File: config.mk
export PLATFORM = sky130hd
export DESIGN_NAME = cdb_arbiter
export DESIGN_NICKNAME = d
export VERILOG_FILES = /design/src/rtl/cdb_arbiter_pkg.sv /design/src/rtl/cdb_queue.sv /design/src/rtl/cdb_arbiter.sv
export SDC_FILE = /design/constraint.sdc
export NUM_CORES = 1
export LEC_CHECK = 0
export ABC_AREA = 1
export ABC_CLOCK_PERIOD_IN_PS = 5900
export BUFFER_PORTS_ARGS = -buffer_cell sky130_fd_sc_hd__buf_4
export CAP_MARGIN = 15
export CORE_AREA = 4 4 196 198
export CTS_BUF_LIST = sky130_fd_sc_hd__clkbuf_8
export DETAILED_ROUTE_END_ITERATION = 16
export DIE_AREA = 0 0 200 202
export MAX_ROUTING_LAYER = met4
export PLACE_DENSITY = 0.85
export SLEW_MARGIN = 20
export SYNTH_ARGS = -nofsm -noshare
export SYNTH_HDL_FRONTEND = slang
export SYNTH_HIERARCHICAL = 1
export SYNTH_SLANG_ARGS = --single-unit
File: constraint.sdc
create_clock -name clk -period 5.9 [get_ports clk]
set_input_delay 1.18 -clock clk [delete_from_list [all_inputs] [get_ports clk]]
set_output_delay 1.18 -clock clk [all_outputs]
set_load 0.005 [all_outputs]
File: src/rtl/cdb_arbiter_pkg.sv
// Shared CPU configuration: ROB sizing, CDB source encoding, no-jump target.
package cdb_arbiter_pkg;

    localparam int unsigned CFG_ROB_LOG  = 4;
    localparam int unsigned CFG_ROB_SIZE = 1 << CFG_ROB_LOG;

    // Branch target meaning "not taken"; shared with the ALU and ROB.
    localparam logic [31:0] NO_JUMP = '1;

    typedef enum logic {
        CDB_SRC_ALU = 1'b0,
        CDB_SRC_LSB = 1'b1
    } cdb_src_e;

    function automatic cdb_src_e other_src(input cdb_src_e s);
        return (s == CDB_SRC_ALU) ? CDB_SRC_LSB : CDB_SRC_ALU;
    endfunction

endpackage

File: src/rtl/cdb_queue.sv
// Small per-producer result FIFO feeding the CDB arbiter.
module cdb_queue #(
    parameter int unsigned WIDTH = 8,
    parameter int unsigned DEPTH = 4
) (
    input  logic                     clk,
    input  logic                     clear,
    input  logic                     rdy,
    input  logic                     push,
    input  logic [WIDTH-1:0]         push_data,
    input  logic                     pop,
    output logic [WIDTH-1:0]         head,
    output logic                     empty,
    output logic                     full,
    output logic [$clog2(DEPTH):0]   count
);

    localparam int unsigned PW = $clog2(DEPTH);
    localparam int unsigned CW = PW + 1;
    localparam logic [CW-1:0] DEPTH_C = CW'(DEPTH);

    logic [WIDTH-1:0] mem [DEPTH];
    logic [PW-1:0]    head_ptr;
    logic [PW-1:0]    tail_ptr;
    logic             do_push;
    logic             do_pop;

    // Full is taken from the registered count, so a same-cycle pop never frees a slot for this cycle's push.
    assign full    = (count == DEPTH_C);
    assign empty   = (count == '0);
    assign do_push = push && !full;
    assign do_pop  = pop && !empty;
    assign head    = mem[head_ptr];

    // Storage write at tail; no reset needed on the data array.
    always_ff @(posedge clk) begin
        if (!clear && rdy && do_push) begin
            mem[tail_ptr] <= push_data;
        end
    end

    // Pointer and occupancy bookkeeping; pointers wrap naturally at the power-of-two depth.
    always_ff @(posedge clk) begin
        if (clear) begin
            head_ptr <= '0;
            tail_ptr <= '0;
            count    <= '0;
        end else if (rdy) begin
            if (do_push) begin
                tail_ptr <= tail_ptr + 1'b1;
            end
            if (do_pop) begin
                head_ptr <= head_ptr + 1'b1;
            end
            case ({do_push, do_pop})
                2'b10:   count <= count + 1'b1;
                2'b01:   count <= count - 1'b1;
                default: count <= count;
            endcase
        end
    end

endmodule

File: src/rtl/cdb_arbiter.sv
// Round-robin arbiter sharing the common data bus between the ALU and LSB load path.
module cdb_arbiter
    import cdb_arbiter_pkg::*;
#(
    parameter int unsigned QUEUE_DEPTH = 4,
    parameter int unsigned ROB_LOG     = CFG_ROB_LOG
) (
    input  logic               clk,
    input  logic               rst,
    input  logic               rdy,
    input  logic               flush,
    input  logic               alu_valid,
    input  logic [31:0]        alu_value,
    input  logic [31:0]        alu_toPC,
    input  logic [ROB_LOG-1:0] alu_RobId,
    output logic               alu_full,
    input  logic               lsb_valid,
    input  logic [31:0]        lsb_value,
    input  logic [ROB_LOG-1:0] lsb_RobId,
    output logic               lsb_full,
    output logic               cdb_valid,
    output logic               cdb_src,
    output logic [31:0]        cdb_value,
    output logic [31:0]        cdb_toPC,
    output logic [ROB_LOG-1:0] cdb_RobId
);

    localparam int unsigned ALU_W = 64 + ROB_LOG;
    localparam int unsigned LSB_W = 32 + ROB_LOG;
    localparam int unsigned CW    = $clog2(QUEUE_DEPTH) + 1;

    logic               clear;
    logic [ALU_W-1:0]   alu_head;
    logic [LSB_W-1:0]   lsb_head;
    logic               alu_empty;
    logic               lsb_empty;
    logic [CW-1:0]      alu_count;
    logic [CW-1:0]      lsb_count;
    logic               alu_pop;
    logic               lsb_pop;
    logic               grant_valid;
    logic               conflict;
    cdb_src_e           grant_src;
    cdb_src_e           last_grant;
    logic               unused_counts;

    logic [31:0]        alu_head_value;
    logic [31:0]        alu_head_toPC;
    logic [ROB_LOG-1:0] alu_head_RobId;
    logic [31:0]        lsb_head_value;
    logic [ROB_LOG-1:0] lsb_head_RobId;

    assign clear = rst | flush;

    cdb_queue #(
        .WIDTH (ALU_W),
        .DEPTH (QUEUE_DEPTH)
    ) u_alu_queue (
        .clk       (clk),
        .clear     (clear),
        .rdy       (rdy),
        .push      (alu_valid),
        .push_data ({alu_value, alu_toPC, alu_RobId}),
        .pop       (alu_pop),
        .head      (alu_head),
        .empty     (alu_empty),
        .full      (alu_full),
        .count     (alu_count)
    );

    cdb_queue #(
        .WIDTH (LSB_W),
        .DEPTH (QUEUE_DEPTH)
    ) u_lsb_queue (
        .clk       (clk),
        .clear     (clear),
        .rdy       (rdy),
        .push      (lsb_valid),
        .push_data ({lsb_value, lsb_RobId}),
        .pop       (lsb_pop),
        .head      (lsb_head),
        .empty     (lsb_empty),
        .full      (lsb_full),
        .count     (lsb_count)
    );

    assign unused_counts = ^{alu_count, lsb_count};

    assign {alu_head_value, alu_head_toPC, alu_head_RobId} = alu_head;
    assign {lsb_head_value, lsb_head_RobId}                = lsb_head;

    // Pick a source from the queue heads; alternate only when both are waiting.
    always_comb begin
        grant_valid = 1'b0;
        conflict    = 1'b0;
        grant_src   = CDB_SRC_ALU;
        if (!alu_empty && !lsb_empty) begin
            grant_valid = 1'b1;
            conflict    = 1'b1;
            grant_src   = other_src(last_grant);
        end else if (!alu_empty) begin
            grant_valid = 1'b1;
            grant_src   = CDB_SRC_ALU;
        end else if (!lsb_empty) begin
            grant_valid = 1'b1;
            grant_src   = CDB_SRC_LSB;
        end
    end

    assign alu_pop = grant_valid && (grant_src == CDB_SRC_ALU);
    assign lsb_pop = grant_valid && (grant_src == CDB_SRC_LSB);

    // Register the granted head onto the bus and advance the round-robin pointer.
    always_ff @(posedge clk) begin
        if (rst) begin
            cdb_valid  <= 1'b0;
            cdb_src    <= CDB_SRC_ALU;
            cdb_value  <= '0;
            cdb_toPC   <= NO_JUMP;
            cdb_RobId  <= '0;
            last_grant <= CDB_SRC_LSB;
        end else if (flush) begin
            cdb_valid <= 1'b0;
        end else if (rdy) begin
            cdb_valid <= grant_valid;
            if (grant_valid) begin
                cdb_src <= grant_src;
                if (grant_src == CDB_SRC_ALU) begin
                    cdb_value <= alu_head_value;
                    cdb_toPC  <= alu_head_toPC;
                    cdb_RobId <= alu_head_RobId;
                end else begin
                    cdb_value <= lsb_head_value;
                    cdb_toPC  <= NO_JUMP;
                    cdb_RobId <= lsb_head_RobId;
                end
            end
            if (conflict) begin
                last_grant <= grant_src;
            end
        end
    end

endmodule

==> results of run 1 <==
[flip-flops by register name, indices dropped and copies added (netlist names), 3 cells and up, named ones only]
register and flops:
cdb_RobId 4, cdb_toPC 32, cdb_value 32, u_alu_queue/count 3
u_alu_queue/mem 272, u_lsb_queue/count 3, u_lsb_queue/mem 144
[cells by family after synthesis]
group / synth area share
AOI/OAI and AO/OA: 0.120
xor gates and xnor gates: 0.000880
adders and majority gates: 0.00830
buffers and inverters: 0.0546
DFF: 0.717
and+or+nand+nor: 0.0995
[worst max-delay path, cell delays in order, from the launching register on]
cell and delay, ns:
dfxtp_1 0.33, nor2_1 0.17, nand2_1 0.12, inv_1 0.15, inv_2 0.25, nand2_2 0.54, inv_2 0.46, nor2_1 0.31
inv_1 0.08, nor2_1 0.12, ha_1 0.18, inv_1 0.07, fa_1 0.39, nand2_1 0.08, nand3_1 0.11, nor2_1 0.16
nor2_1 0.06
[area by class of cell]
cell class                      count  area share
Clock buffer                       82      0.0490
Clock inverter                     63      0.0167
Multi-Input combinational cell    913       0.200
Tap cell                          468      0.0254
Timing Repair Buffer              196      0.0672
Sequential cell                   505       0.621
Inverter                          119      0.0202
Antenna cell                        4    0.000435
[power by group]
group / switching (mW) / internal (mW)
sequential: 0.0256 / 3.90
combinational: 0.181 / 0.122
clock: 1.32 / 1.48
[worst max path at each step]
stage | to | slack, ns | depth (start not counted)
after floorplan | u_alu_queue/mem[0][0]$_DFFE_PP_ | 0.45 | 7
after global placement | u_alu_queue/mem[3][0]$_DFFE_PP_ | 1.96 | 7
after detailed placement | u_alu_queue/mem[3][0]$_DFFE_PP_ | 1.83 | 7
after CTS | u_alu_queue/count[2]$_SDFFE_PP0P_ | 2.20 | 18
after global routing | u_alu_queue/count[2]$_SDFFE_PP0P_ | 1.84 | 16
final | u_alu_queue/count[2]$_SDFFE_PP0P_ | 2.17 | 16
[metrics by stage]
stage	instances	cell area (sq um)	power, mW	hold slack, ns
4_1_cts	2343	22900	7.07	0.471
2_1_floorplan	1637	19900	4.13	0.442
6_report	2350	23000	7.03	0.469
5_1_grt	2349	23000	7.28	0.489
3_3_place_gp	2197	21400	4.28	0.452
3_5_place_dp	2198	21400	4.30	0.457
[synth_stat cells (21+ instances only)]
cell type and number:
a21oi_1 74, dfxtp_1 89, buf_6 21, o21ai_1 60, o21ai_0 174, clkbuf_1 24
nand3_1 79, inv_1 112, nand2_1 144, o22ai_1 88, nor2_1 225, edfxtp_1 416
buf_2 31
[layer usage]
| layer | vias to the layer above | GRT usage | share of wire |
|---|---|---|---|
| met5 | - | - | 0 |
| met2 | 633 | 0.364 | 0.49 |
| met1 | 6437 | 0.298 | 0.39 |
| met3 | 100 | 0.0390 | 0.082 |
| met4 | 0 | 0.0859 | 0.032 |
| li1 | 6186 | - | - |
==> qor.csv, run 1 <==
metric,value,unit
wire_per_inst,19.7,microns
cts.repair.resized,0,
worstSetupStartpoint,u_lsb_queue/count[0]$_SDFFE_PP0P_,
die_y,202,microns
cap_violations,0,
dr_total_vias,13400,
fin_nets,1936,
drt_iter0_drc,1610,
ys_async_sr_fraction,0,
crit_type,flop to flop,
yosys_warnings,6,
fin_crit_sh,0.631,
cp.required,6.39,ns
cts_setup_buffers,0,
ant_nets,0,
fp.coreArea,36500,sq um
p_leak,8.45,nW
start_util,0.545,
synth-edff-count,416,
cp-end-kind,flop,
powerDensity,305,nW/um^2
period_needed,3.73,ns
cts_tree,built,
start_kind,flop,
via_per_inst,5.68,
cts_buffers,79,
utilization,0.630,
fillers,2618,
clockRootBuffer,clkbuf_8,
r2r-end,u_alu_queue/count[2]$_SDFFE_PP0P_,
place_ws,1.83,ns
ctsHoldBuffers,0,
cts_buffer_depth,3,
slew_viol_final,0,
hold_class,flop to flop,
path_clk_slew,0.06,ns
grt_usage,0.229,
tightest_slew,1.03,ns
wirelength,46400,microns
synth_flop_cell,edfxtp_1,
rsz0062_at_grt,no,
synthesis.area,19900,sq um
seqCellArea,14300,sq um
synth_area_leaders,"edfxtp_1 63%, dfxtp_1 9.0%, o21ai_0 4.4%, nor2_1 4.2%, o22ai_1 2.8%",
totalNegativeSetupSlack,0,ns
io-pin-count,182,
area_growth,15.6,%
netlist_instances,1637,
multiInputGateArea,4610,sq um
worst_slack,2.17,ns
drc,0,
die_w,200,microns
setup_viol,0,
firstDrtPassIters,5,
worstHoldStart,cdb_toPC[17]$_SDFFE_PP1P_,
gp_congestion,0.868,
outcome,"finished, final reports clean",
grt_max_degree,137,
cts_max_level,3,
overflow,0,
hold_violations,0,
min_to,cdb_toPC[17]$_SDFFE_PP1P_,
cts.sinks,505,
rows,70,
mostFrequentLayoutCells,"416 x edfxtp_1, 217 x nor2_1, 190 x buf_4",
insertion_delay,0.60,ns
syn-num-nets,1759,
die_area,40400,sq um
grt_pass1_wl,70100,microns
r2r_start,u_lsb_queue/count[0]$_SDFFE_PP0P_,
hold_depth,2,
clock.fmax,268,MHz
synth_largest_area_cell,edfxtp_1,
port_buffers,181,
avgSynthCellArea,12.2,sq um
yosysTopAreaCellShare,0.628,
fin_skew,0.0227,ns
r2r_cells,16,
reg2reg_slack,2.17,ns
cp_max_fo,37,
relSlewSlack,0.313,
drive_gt1_frac,0.194,
grt_pass1_vias,13000,
crit_arrival,4.22,ns
synth_seq_cells,505,
yosysUniqueCellTypes,31,
antenna_found_initial,3,
final_common_cell,edfxtp_1,
peakVddDrop,0.000248,V
synth_seq_area_share,0.717,
hpwl,28000,microns
(Power assumes the default switching activity.)
==> run 2, diff against run 1 <==
Settings changed: ABC_CLOCK_PERIOD_IN_PS 5900 to 3050, PLACE_DENSITY 0.85 to 0.88.
Clock period 5.9 ns to 3.05 ns, I/O delays scaled along.
==> qor.csv, run 2 (same netlist as run 1, synthesis figures left out) <==
metric,value,unit
outcome,"finished, final reports clean",
cp_cell_sequence,nor2_1 > nand2_1 > inv_1 > inv_2 > nand2_2 > inv_2 > nor2_1 > inv_1 > nor2_1 > ha_1 > inv_1 > fa_1 > inv_1 > nand2_1 > nand3_1 > nand2_1 > nand2_1 > nor2_1,
cp_max_fo,5,
io-pin-count,182,
fin_skew,0.0156,ns
power.internal,10.5,mW
cts_tree,built,
port_buffers,181,
clockRootBuffer,clkbuf_8,
ctsHoldBuffers,0,
cap_violations,0,
total_power,13.4,mW
die_w,200,microns
cts.sinks,505,
rsz0062_at_grt,no,
period_needed,2.42,ns
grt_pass1_wl,72000,microns
fin_area,23100,sq um
p_seq_frac,0.565,
drt_iter0_drc,1333,
start_util,0.545,
slew_viol_final,0,
cts.repair.resized,0,
max_stage_delay,0.39,ns
utilization,0.632,
cp_num_buf_inv,6,
hold_class,input pin to flop,
cts_setup_buffers,0,
crit_arrival,2.94,ns
regMostFlops,u_alu_queue/mem,
cp-end-kind,flop,
wire_per_inst,20.0,microns
fin_nets,1948,
via_per_inst,5.70,
power.switching,2.92,mW
seqCellArea,14300,sq um
cts_buffers,78,
powerDensity,582,nW/um^2
drc,0,
peakVddDrop,0.000372,V
final_common_cell,edfxtp_1,
start_kind,flop,
cp.required,3.57,ns
reg.largest.list,"u_alu_queue/mem: 272 flops, u_lsb_queue/mem: 144 flops",
p_leak,8.48,nW
cts_buffer_depth,3,
rows,70,
largest_reg_flops,272,
firstDrtPassIters,7,
p_sw_frac,0.218,
antenna_found_initial,4,
hold_violations,0,
multiInputGateArea,4620,sq um
drive_gt1_frac,0.198,
ant_nets,0,
fin_crit_sh,0.792,
gp_congestion,0.870,
dr_total_vias,13400,
grt_usage,0.235,
grt_pass1_vias,13200,
clock.fmax,414,MHz
p_clk_frac,0.390,
cts_max_level,3,
area_growth,16.0,%
fp.coreArea,36500,sq um
hpwl,29100,microns
wirelength,47100,microns
cp_top_family,simple AND/OR/NAND/NOR gates,
tightest_slew,0.923,ns
relSlewSlack,0.385,
crit_type,flop to flop,
totalNegativeSetupSlack,0,ns
mostFrequentLayoutCells,"416 x edfxtp_1, 217 x nor2_1, 201 x buf_4",
placed_area,21600,sq um
insertion_delay,0.63,ns
setup_viol,0,
die_y,202,microns
grt_max_degree,106,
path_clk_slew,0.06,ns
die_area,40400,sq um
critPathSlowestCell,fa_1,
combPwrFrac,0.046,
fillers,2580,
overflow,0,
## run 2: power groups by stage
stage	clock network [mW]	registers, mW	logic, mW
finish	5.23	7.58	0.613
floorplan	0	7.72	0.262
CTS	5.32	7.58	0.611
detailed placement	0	7.72	0.607
global placement	0	7.72	0.582
global route	5.63	7.58	0.675
## run 2: worst paths after layout
kind | depth (start not counted) | startpoint | slack, ns | endpoint
setup / recovery | 18 | u_lsb_queue/count[0]$_SDFFE_PP0P_ | 0.63 | u_alu_queue/count[2]$_SDFFE_PP0P_
hold / removal | 1 | lsb_value[16] | 0.18 | u_lsb_queue/mem[1][20]$_DFFE_PP_
setup reg to reg | 18 | u_lsb_queue/count[0]$_SDFFE_PP0P_ | 0.63 | u_alu_queue/count[2]$_SDFFE_PP0P_
hold reg to reg | 2 | cdb_toPC[31]$_SDFFE_PP1P_ | 0.47 | cdb_toPC[31]$_SDFFE_PP1P_
## run 2: layer usage
metal	track usage	routed length, microns
met1	0.307	18400
met2	0.372	23100
met3	0.0478	4370
met4	0.0764	1220
met5	-	0
## run 2: cell type report
class                      count  share of cell area
antenna                        4            0.000434
clock inverter                53              0.0106
inverter                     119              0.0202
tap                          468              0.0254
sequential                   505               0.619
timing repair buffer         209              0.0723
multi-input combinational    913               0.200
clock buffer                  88              0.0525
## run 2: metrics by stage
stage,setup slack (ns),cells,hold WS (ns)
finish,0.635,2359,0.176
global route,0.467,2359,0.150
CTS,0.690,2355,0.137
detailed placement,0.430,2214,0.456
global placement,0.520,2214,0.452
floorplan,-0.269,1637,0.442
## run 2: worst reg2reg max path, cell delays in order, from the launching register on
cell,delay [ns]
dfxtp_1,0.32
nor2_1,0.19
nand2_1,0.12
inv_1,0.14
inv_2,0.06
nand2_2,0.07
inv_2,0.06
nor2_1,0.17
inv_1,0.06
nor2_1,0.11
ha_1,0.18
inv_1,0.07
fa_1,0.39
inv_1,0.07
nand2_1,0.05
nand3_1,0.10
nand2_1,0.06
nand2_1,0.06
nor2_1,0.04
